File: src/rtl/axi_stb_pkg.sv
// Shared definitions for the burst-store write channel: response codes,
// responder FSM encoding and the beat geometry used by both ends of the link.
package axi_stb_pkg;

  localparam logic [1:0] RESP_OKAY   = 2'b00;
  localparam logic [1:0] RESP_SLVERR = 2'b10;

  typedef enum logic [1:0] {
    ST_IDLE = 2'd0,
    ST_DATA = 2'd1,
    ST_RESP = 2'd2
  } stb_state_e;

  localparam int STB_DATA_W     = 128;
  localparam int STB_BEAT_BYTES = STB_DATA_W / 8;

  // Number of low byte-address bits covered by one beat.
  function automatic int beat_shift(input int data_w);
    return $clog2(data_w / 8);
  endfunction

endpackage

File: src/rtl/axi_burst_addr_gen.sv
// Burst address generator: latches the start word index and beat count on load,
// steps once per accepted beat and flags the final beat and out-of-buffer beats.
module axi_burst_addr_gen
  import axi_stb_pkg::*;
#(
  parameter int              ADDR_W    = 32,
  parameter int              DATA_W    = STB_DATA_W,
  parameter int              LEN_W     = 16,
  parameter int              MEM_DEPTH = 256,
  parameter logic [ADDR_W-1:0] BASE_ADDR = '0,
  parameter int              IDX_W     = $clog2(MEM_DEPTH)
) (
  input  logic              clk,
  input  logic              reset,
  input  logic              load,
  input  logic [ADDR_W-1:0] start_addr,
  input  logic [LEN_W-1:0]  len,
  input  logic              step,
  output logic [IDX_W-1:0]  idx,
  output logic              last,
  output logic              out_of_range,
  output logic              misaligned
);

  localparam int OFF = beat_shift(DATA_W);

  logic [ADDR_W-1:0] rel;
  logic [ADDR_W-1:0] idx_d, idx_q;
  logic [LEN_W-1:0]  rem_d, rem_q;
  logic              mis_d, mis_q;

  // Byte offset from the buffer base; wraps modulo 2^ADDR_W before any range check.
  assign rel = start_addr - BASE_ADDR;

  // Next index/remaining-count: load on AW, advance one word per accepted beat.
  always_comb begin
    idx_d = idx_q;
    rem_d = rem_q;
    mis_d = mis_q;
    if (load) begin
      idx_d = rel >> OFF;
      rem_d = len;
      mis_d = |rel[OFF-1:0];
    end else if (step) begin
      idx_d = idx_q + ADDR_W'(1);
      rem_d = rem_q - LEN_W'(1);
    end
  end

  // Counter state; remaining counts down to zero so a full-length burst never overflows.
  always_ff @(posedge clk) begin
    if (reset) begin
      idx_q <= '0;
      rem_q <= '0;
      mis_q <= 1'b0;
    end else begin
      idx_q <= idx_d;
      rem_q <= rem_d;
      mis_q <= mis_d;
    end
  end

  assign idx          = idx_q[IDX_W-1:0];
  assign last         = (rem_q == '0);
  assign out_of_range = (idx_q >= ADDR_W'(MEM_DEPTH));
  assign misaligned   = mis_q;

endmodule

File: src/rtl/axi_stb_resp.sv
// Write responder for the burst-store channel: takes one INCR burst at a time,
// writes each beat to the local buffer through a registered port and answers on B.
module axi_stb_resp
  import axi_stb_pkg::*;
#(
  parameter int                ADDR_W    = 32,
  parameter int                DATA_W    = STB_DATA_W,
  parameter int                LEN_W     = 16,
  parameter int                MEM_DEPTH = 256,
  parameter logic [ADDR_W-1:0] BASE_ADDR = '0
) (
  input  logic                         clk,
  input  logic                         reset,
  input  logic                         s_awvalid,
  output logic                         s_awready,
  input  logic [ADDR_W-1:0]            s_awaddr,
  input  logic [LEN_W-1:0]             s_awlen,
  input  logic                         s_wvalid,
  output logic                         s_wready,
  input  logic [DATA_W-1:0]            s_wdata,
  input  logic [DATA_W/8-1:0]          s_wstrb,
  input  logic                         s_wlast,
  output logic                         s_bvalid,
  input  logic                         s_bready,
  output logic [1:0]                   s_bresp,
  output logic                         mem_we,
  output logic [$clog2(MEM_DEPTH)-1:0] mem_addr,
  output logic [DATA_W-1:0]            mem_wdata,
  output logic [DATA_W/8-1:0]          mem_wstrb
);

  localparam int IDX_W  = $clog2(MEM_DEPTH);
  localparam int STRB_W = DATA_W / 8;

  stb_state_e        state_d, state_q;
  logic              awready_d, awready_q;
  logic              wready_d, wready_q;
  logic              bvalid_d, bvalid_q;
  logic [1:0]        bresp_d, bresp_q;
  logic              err_d, err_q;
  logic              we_d, we_q;
  logic [IDX_W-1:0]  maddr_d, maddr_q;
  logic [DATA_W-1:0] mdata_d, mdata_q;
  logic [STRB_W-1:0] mstrb_d, mstrb_q;

  logic             aw_hs, w_hs;
  logic [IDX_W-1:0] gen_idx;
  logic             gen_last, gen_oor, gen_mis;
  logic             beat_drop, beat_err;

  // Ready/valid are registered and mirror the state, so handshakes key off the state alone.
  assign aw_hs = (state_q == ST_IDLE) && s_awvalid;
  assign w_hs  = (state_q == ST_DATA) && s_wvalid;

  axi_burst_addr_gen #(
    .ADDR_W    (ADDR_W),
    .DATA_W    (DATA_W),
    .LEN_W     (LEN_W),
    .MEM_DEPTH (MEM_DEPTH),
    .BASE_ADDR (BASE_ADDR),
    .IDX_W     (IDX_W)
  ) u_addr_gen (
    .clk          (clk),
    .reset        (reset),
    .load         (aw_hs),
    .start_addr   (s_awaddr),
    .len          (s_awlen),
    .step         (w_hs),
    .idx          (gen_idx),
    .last         (gen_last),
    .out_of_range (gen_oor),
    .misaligned   (gen_mis)
  );

  // A beat is dropped when outside the buffer or when the whole burst is misaligned;
  // a wlast that disagrees with the beat count only marks the burst as failed.
  assign beat_drop = gen_oor || gen_mis;
  assign beat_err  = beat_drop || (s_wlast != gen_last);

  // Next-state and next-output logic for the FSM and the buffer write port.
  always_comb begin
    state_d   = state_q;
    awready_d = awready_q;
    wready_d  = wready_q;
    bvalid_d  = bvalid_q;
    bresp_d   = bresp_q;
    err_d     = err_q;
    we_d      = 1'b0;
    maddr_d   = maddr_q;
    mdata_d   = mdata_q;
    mstrb_d   = mstrb_q;
    case (state_q)
      ST_IDLE: begin
        if (s_awvalid) begin
          state_d   = ST_DATA;
          awready_d = 1'b0;
          wready_d  = 1'b1;
        end
      end
      ST_DATA: begin
        if (s_wvalid) begin
          err_d = err_q || beat_err;
          if (!beat_drop) begin
            we_d    = 1'b1;
            maddr_d = gen_idx;
            mdata_d = s_wdata;
            mstrb_d = s_wstrb;
          end
          if (gen_last) begin
            state_d  = ST_RESP;
            wready_d = 1'b0;
            bvalid_d = 1'b1;
            bresp_d  = (err_q || beat_err) ? RESP_SLVERR : RESP_OKAY;
          end
        end
      end
      ST_RESP: begin
        if (s_bready) begin
          state_d   = ST_IDLE;
          awready_d = 1'b1;
          bvalid_d  = 1'b0;
          bresp_d   = RESP_OKAY;
          err_d     = 1'b0;
        end
      end
      default: begin
        state_d   = ST_IDLE;
        awready_d = 1'b1;
        wready_d  = 1'b0;
        bvalid_d  = 1'b0;
        bresp_d   = RESP_OKAY;
        err_d     = 1'b0;
      end
    endcase
  end

  // FSM state and all registered outputs; reset abandons any burst in flight.
  always_ff @(posedge clk) begin
    if (reset) begin
      state_q   <= ST_IDLE;
      awready_q <= 1'b1;
      wready_q  <= 1'b0;
      bvalid_q  <= 1'b0;
      bresp_q   <= RESP_OKAY;
      err_q     <= 1'b0;
      we_q      <= 1'b0;
      maddr_q   <= '0;
      mdata_q   <= '0;
      mstrb_q   <= '0;
    end else begin
      state_q   <= state_d;
      awready_q <= awready_d;
      wready_q  <= wready_d;
      bvalid_q  <= bvalid_d;
      bresp_q   <= bresp_d;
      err_q     <= err_d;
      we_q      <= we_d;
      maddr_q   <= maddr_d;
      mdata_q   <= mdata_d;
      mstrb_q   <= mstrb_d;
    end
  end

  assign s_awready = awready_q;
  assign s_wready  = wready_q;
  assign s_bvalid  = bvalid_q;
  assign s_bresp   = bresp_q;
  assign mem_we    = we_q;
  assign mem_addr  = maddr_q;
  assign mem_wdata = mdata_q;
  assign mem_wstrb = mstrb_q;

endmodule
File: config.mk
export PLATFORM = sky130hd
export DESIGN_NAME = axi_stb_resp
export DESIGN_NICKNAME = d
export VERILOG_FILES = /design/src/rtl/axi_stb_pkg.sv /design/src/rtl/axi_burst_addr_gen.sv /design/src/rtl/axi_stb_resp.sv
export SDC_FILE = /design/constraint.sdc
export NUM_CORES = 1
export LEC_CHECK = 0
export CAP_MARGIN = 25
export CORE_ASPECT_RATIO = 1.2
export CORE_MARGIN = 8
export CORE_UTILIZATION = 40
export CTS_BUF_LIST = sky130_fd_sc_hd__clkbuf_4 sky130_fd_sc_hd__clkbuf_8
export DETAILED_ROUTE_END_ITERATION = 16
export PLACE_DENSITY_LB_ADDON = 0.25
export SYNTH_ARGS = -nofsm -noshare
export SYNTH_HDL_FRONTEND = slang
export SYNTH_SLANG_ARGS = --single-unit
File: constraint.sdc
create_clock -name clk -period 2.7 [get_ports clk]
set_input_delay 0.81 -clock clk [delete_from_list [all_inputs] [get_ports clk]]
set_output_delay 0.81 -clock clk [all_outputs]
set_load 0.005 [all_outputs]
**Word-level counts from Yosys, hierarchy flattened**

Index checks and enable logic that the tools add are counted.

- Flip-flop bits (word level): 210
- Input port bits: 198
- Logic and storage cells: 73

- Add/sub/neg operators: 2
- Order comparisons: 1
- Equal/unequal tests: 7
- Multiplexer cells: 27
- Bitwise operators: 5
- Reductions and logical operators: 17

Operators with widths:

| cell | count |
|---|---|
| $mux 28 | 2 |
| $add 32x1->32 const B | 1 |
| $ge 32x9->1 const B | 1 |
| $mux 16 | 2 |
| $logic_not 16->1 | 1 |
| $sub 16x1->16 const B | 1 |
| $mux 2 | 7 |
| $pmux 1 s3 | 4 |
| $pmux 2 s3 | 2 |
| $reduce_and 4->1 | 3 |
| $mux 1 | 10 |
| $reduce_and 3->1 | 3 |
| $ne 2x2->1 const B | 4 |
| $not 1->1 | 5 |
| $reduce_or 4->1 | 1 |
| $logic_or 1x1->1 | 3 |
| $reduce_or 3->1 | 1 |
| $eq 2x1->1 const B | 1 |
| $eq 2x2->1 const B | 1 |
| $logic_and 1x1->1 | 2 |
| $logic_not 2->1 | 1 |
| $reduce_bool 2->1 | 1 |
| $reduce_or 2->1 | 1 |
| $ne 1x1->1 | 1 |

**Logic depth before layout (Yosys ltp)**

- Word-level depth: 8
- Gate-level depth with buffers: 9
- Mapped depth without buffers: 7

**By module**

From an unflattened synthesis, not the netlist that was laid out.

- Cells, all modules: 1058
- Area, all modules: 10080.9 sq um

Modules (own cells, without submodules):

| module | instances | cells an instance | area an instance (sq um) | sequential area each (sq um) |
|---|---|---|---|---|
| axi_stb_resp | 1 | 701 | 7171.9 | 3203.1 |
| axi_burst_addr_gen | 1 | 357 | 2909.0 | 980.9 |

**Worst setup path before layout**

Ideal clock, no wire load.

- Path type: input to register
- From: in s_wvalid
- To: reg u_addr_gen.rem_q[5]
- Data arrival time: 1.998 ns
- Path slack: 0.616 ns
- Stages on the path: 6
- Path through: and3b_1 -> buf_2 -> nand3_1 -> or4_1 -> xor2_1 -> a211oi_1

- Longest elaborated chain between the ends: 2

RTL lines:

| what | line | source |
|---|---|---|
| start, declared | axi_stb_resp.sv:18 | `input logic s_wvalid,` |
| $logic_and 1x1->1 | axi_stb_resp.sv:53 | `assign w_hs = (state_q == ST_DATA) && s_wvalid;` |
| $reduce_bool 2->1 (no line) | - |  |
| end signal, assigned | axi_burst_addr_gen.sv:58 | `rem_q <= rem_d;` |
| end, declared | axi_burst_addr_gen.sv:29 | `logic [LEN_W-1:0] rem_d, rem_q;` |

No other way between the ends.
A chain may end at the register's enable or synchronous reset.

**Worst setup path after layout**

- From: reg mdata_q[23], in the netlist mem_wdata[23]
- To: out mem_wdata[23]

RTL lines:

| what | line | source |
|---|---|---|
| start, declared | axi_stb_resp.sv:43 | `logic [DATA_W-1:0] mdata_d, mdata_q;` |
| start signal, assigned | axi_stb_resp.sv:159 | `mdata_q <= mdata_d;` |
| end, declared | axi_stb_resp.sv:28 | `output logic [DATA_W-1:0] mem_wdata,` |

No word-level cell between the ends.

==> impl_metrics.csv <==
group,metric,value,unit
synthesis,synth_ff_type,"dfxtp_1",
global_route,antenna_found_initial,4,
route,drtIter0Drc,592,
route,drc,0,
flow_run,max_cap_violations,0,
finish,n_fill_cell,1847,
cts,post_cts_resized,0,
synthesis,syn_area_per_cell,7.881,um2
power_and_ir_drop,power.density,541.7,nW/um2
synthesis,yosys.cell_count.top_type,"nand2_1",
critical_path,worst-path-stages,1,
finish,seq_area,4184,um2
critical_path,rr_worst_depth,6,
timing,grt_setup_unrepaired,"no",
run_status,outcome,"complete, no violations",
synthesis,synth_compound_area_share,16.23,%
finish,area_growth,54.94,%
synthesis,synth-xor-area-share,1.960,%
route,wl_per_cell,17.91,um
power_and_ir_drop,ir_worst_vdd,0.0003341,V
timing,skew,18.74,ps
cts,cts_buffers,36,
die,dieArea,26160,um2
critical_path,path_delay_family,"buffers and inverters",
cts,clkTransAtPathRegs,60,ps
global_route,grt_pass1_wl,46.62,mm
critical_path,crit_required,1890,ps
critical_path,worst_setup_path_end_kind,"primary output",
timing,tightestPinTransition,742.8,ps
finish,final_util,62.93,%
critical_path,arrival,1430,ps
cts,cts_root_buffer,"clkbuf_8",
finish,drive_gt1_share,7.320,%
synthesis,ys_top_cells_by_area,"dfxtp_1 49%, nand2_1 15%, a21oi_1 10%, nor2_1 2.4%, a211oi_1 2.0%",
timing,final.period_utilization,82.96,%
critical_path,timing.rr.start,"u_addr_gen.idx_q[27]$_SDFFE_PP0P_",
die,die_y,175.6,um
critical_path,crit_chain,"clkdlybuf4s50_1",
synthesis,synth-edff-count,0,
finish,multiInputGateArea,3896,um2
placed_design,port_buffers,354,
synthesis,ys_seq_elements,209,
timing,min_period,2240,ps
critical_path,cp_slowest_stage_delay,530,ps
route,vias_per_cell,5.136,
cts,clock_path_buffers,3,
critical_path,cpMaxStageDelayCell,"clkdlybuf4s50_1",
global_route,grt_use_total,22.25,%
hold_path,min_to,"mem_wdata[77]$_SDFFE_PP0P_",
die,rows,58,
critical_path,reg2reg_to,"mem_wdata[112]$_SDFFE_PP0P_",
timing,slew_viol_final,0,
finish,nNetsFinal,1623,
cts,cts_setup_buffers,0,
route,antenna_left,0,
synthesis,muxShareOfSynthArea,0.2653,%
cts,cts_hold_buf,0,
global_route,grt_pass1_vias,8297,
die,initial_utilization,40.61,%
global_route,grt_overflow,0,
hold_path,holdPathStages,2,
power_and_ir_drop,leakagePower,4.437,nW
die,core,20900,um2
synthesis,synth.distinct_cells,54,
hold_path,min_path_type,"reg2reg",
critical_path,crit_type,"reg2out",
synthesis,synth_top_family_by_area,"simple AND/OR/NAND/NOR gates",
cts,insertion_delay,520,ps
timing,setup_tns,0,ps
timing,relSlewSlack,50.03,%
synthesis,yosys_warnings,0,
cts,htree_levels,2,
route,drt_pass1_iterations,5,
critical_path,reg2reg_slack,490,ps
timing,finalHoldViolCount,0,
timing,setup_viol,0,
placed_design,gp_congestion,0.9392,
synthesis,ys_async_sr_fraction,0,%
die,io_pins,356,
synthesis,yosysTopAreaCell,"dfxtp_1",
synthesis,synth_top_area_share,49.29,%
cts,cts_sinks,209,
synthesis,yosys.area_share.simple,26.80,%
route,drt-total-wl,30.85,mm
synthesis,synth-adder-area-share,0.4422,%
placed_design,dpl.hpwl,22.62,mm
synthesis,synth_nets,1278,
route,via_count,8845,
synthesis,ys_top_cells_by_count,"343 x nand2_1, 209 x dfxtp_1, 170 x a21oi_1",
hold_path,hold_start,"mem_wdata[77]$_SDFFE_PP0P_",
cts,cts_tree,"done",
critical_path,cp_num_buf_inv,1,
critical_path,crit_fanout,2,
critical_path,startpoint_type,"register",
power_and_ir_drop,p_total,7.124,mW
synthesis,synthCells,1077,
global_route,grt_max_degree,89,
synthesis,netlist_area,8488,um2
die,die_x,149.0,um
timing,max_freq,446.4,MHz
synthesis,seq_area_frac_synth,49.29,%
state kept, by name, summed over array words and instances (netlist names), 2 cells and up:
signal / count
mem_wdata: 128
u_addr_gen.idx_q: 32
mem_wstrb: 16
u_addr_gen.rem_q: 16
mem_addr: 8
state_q: 2
per-stage QoR:
stage	hold WS, ps	worst slack (ps)	instances	instance area [um2]
after floorplan	432.1	616.2	1077	8488
after global placement	440.9	44.58	1654	12350
after detailed placement	445.6	59.27	1654	12350
after CTS	453.0	406.1	1718	13140
after global routing	466.2	386.7	1722	13150
final	451.2	460.1	1722	13150
layout by cell type (no fill, tap or decap), types with 11 or more instances in the layout:
cell,count
a211oi_1,23
a21oi_1,170
buf_12,12
buf_4,16
clkbuf_4,14
clkbuf_8,46
clkdlybuf4s50_1,353
dfxtp_1,209
nand2_1,343
nand3_1,19
nand4_1,14
nor2_1,54
nor3_1,19
nor4_1,17
o21ai_0,13
xor2_1,11
where the power goes:
group          switching, mW  leakage [nW]  internal, mW
registers             0.0958          1.69          3.16
clock network           1.28         0.414          1.82
logic                  0.322          2.33         0.445
total                   1.70          4.44          5.42
cell type report:
cell class / instances / area share [%]
flip-flops and latches: 209 / 31.81
repair buffers: 382 / 29.69
multi-input cells: 785 / 29.63
clock buffers: 60 / 5.613
well taps: 270 / 2.569
clock inverters: 4 / 0.3806
inverters: 8 / 0.2283
diodes: 4 / 0.07611
layer usage:
metal	wire (um)	track usage (%)	vias up
met5	0	0	-
li1	-	-	4357
met3	2414	5.046	58
met1	11960	25.72	4077
met4	981	9.987	0
met2	15500	38.31	353
worst register-to-register path, stage by stage (launching register included):
cell and delay [ps]:
dfxtp_1 390, nor4_1 350, nand4_1 340, or3_4 520
buf_12 220, nand2_1 200, a21oi_1 70
worst max-delay path by stage:
stage                                       from                               end
2_1_floorplan                           s_wvalid  u_addr_gen.rem_q[5]$_SDFFE_PP0P_
3_3_place_gp                            s_wvalid  u_addr_gen.rem_q[5]$_SDFFE_PP0P_
3_5_place_dp                            s_wvalid       mem_wdata[112]$_SDFFE_PP0P_
4_1_cts                 mem_addr[2]$_SDFFE_PP0P_                       mem_addr[2]
5_1_grt        u_addr_gen.idx_q[12]$_SDFFE_PP0P_          mem_addr[1]$_SDFFE_PP0P_
6_report              mem_wdata[23]$_SDFFE_PP0P_                     mem_wdata[23]
cell families (layout without fill, tap and decap cells):
group           after synthesis  in the layout
compound gates              243            243
xor+xnor                     19             19
fa+ha+maj                     3              3
buf+inv                      83            454
flops                       209            209
mux                           2              2
other cells                   1              5
simple gates                517            517
(Power assumes the default switching activity.)
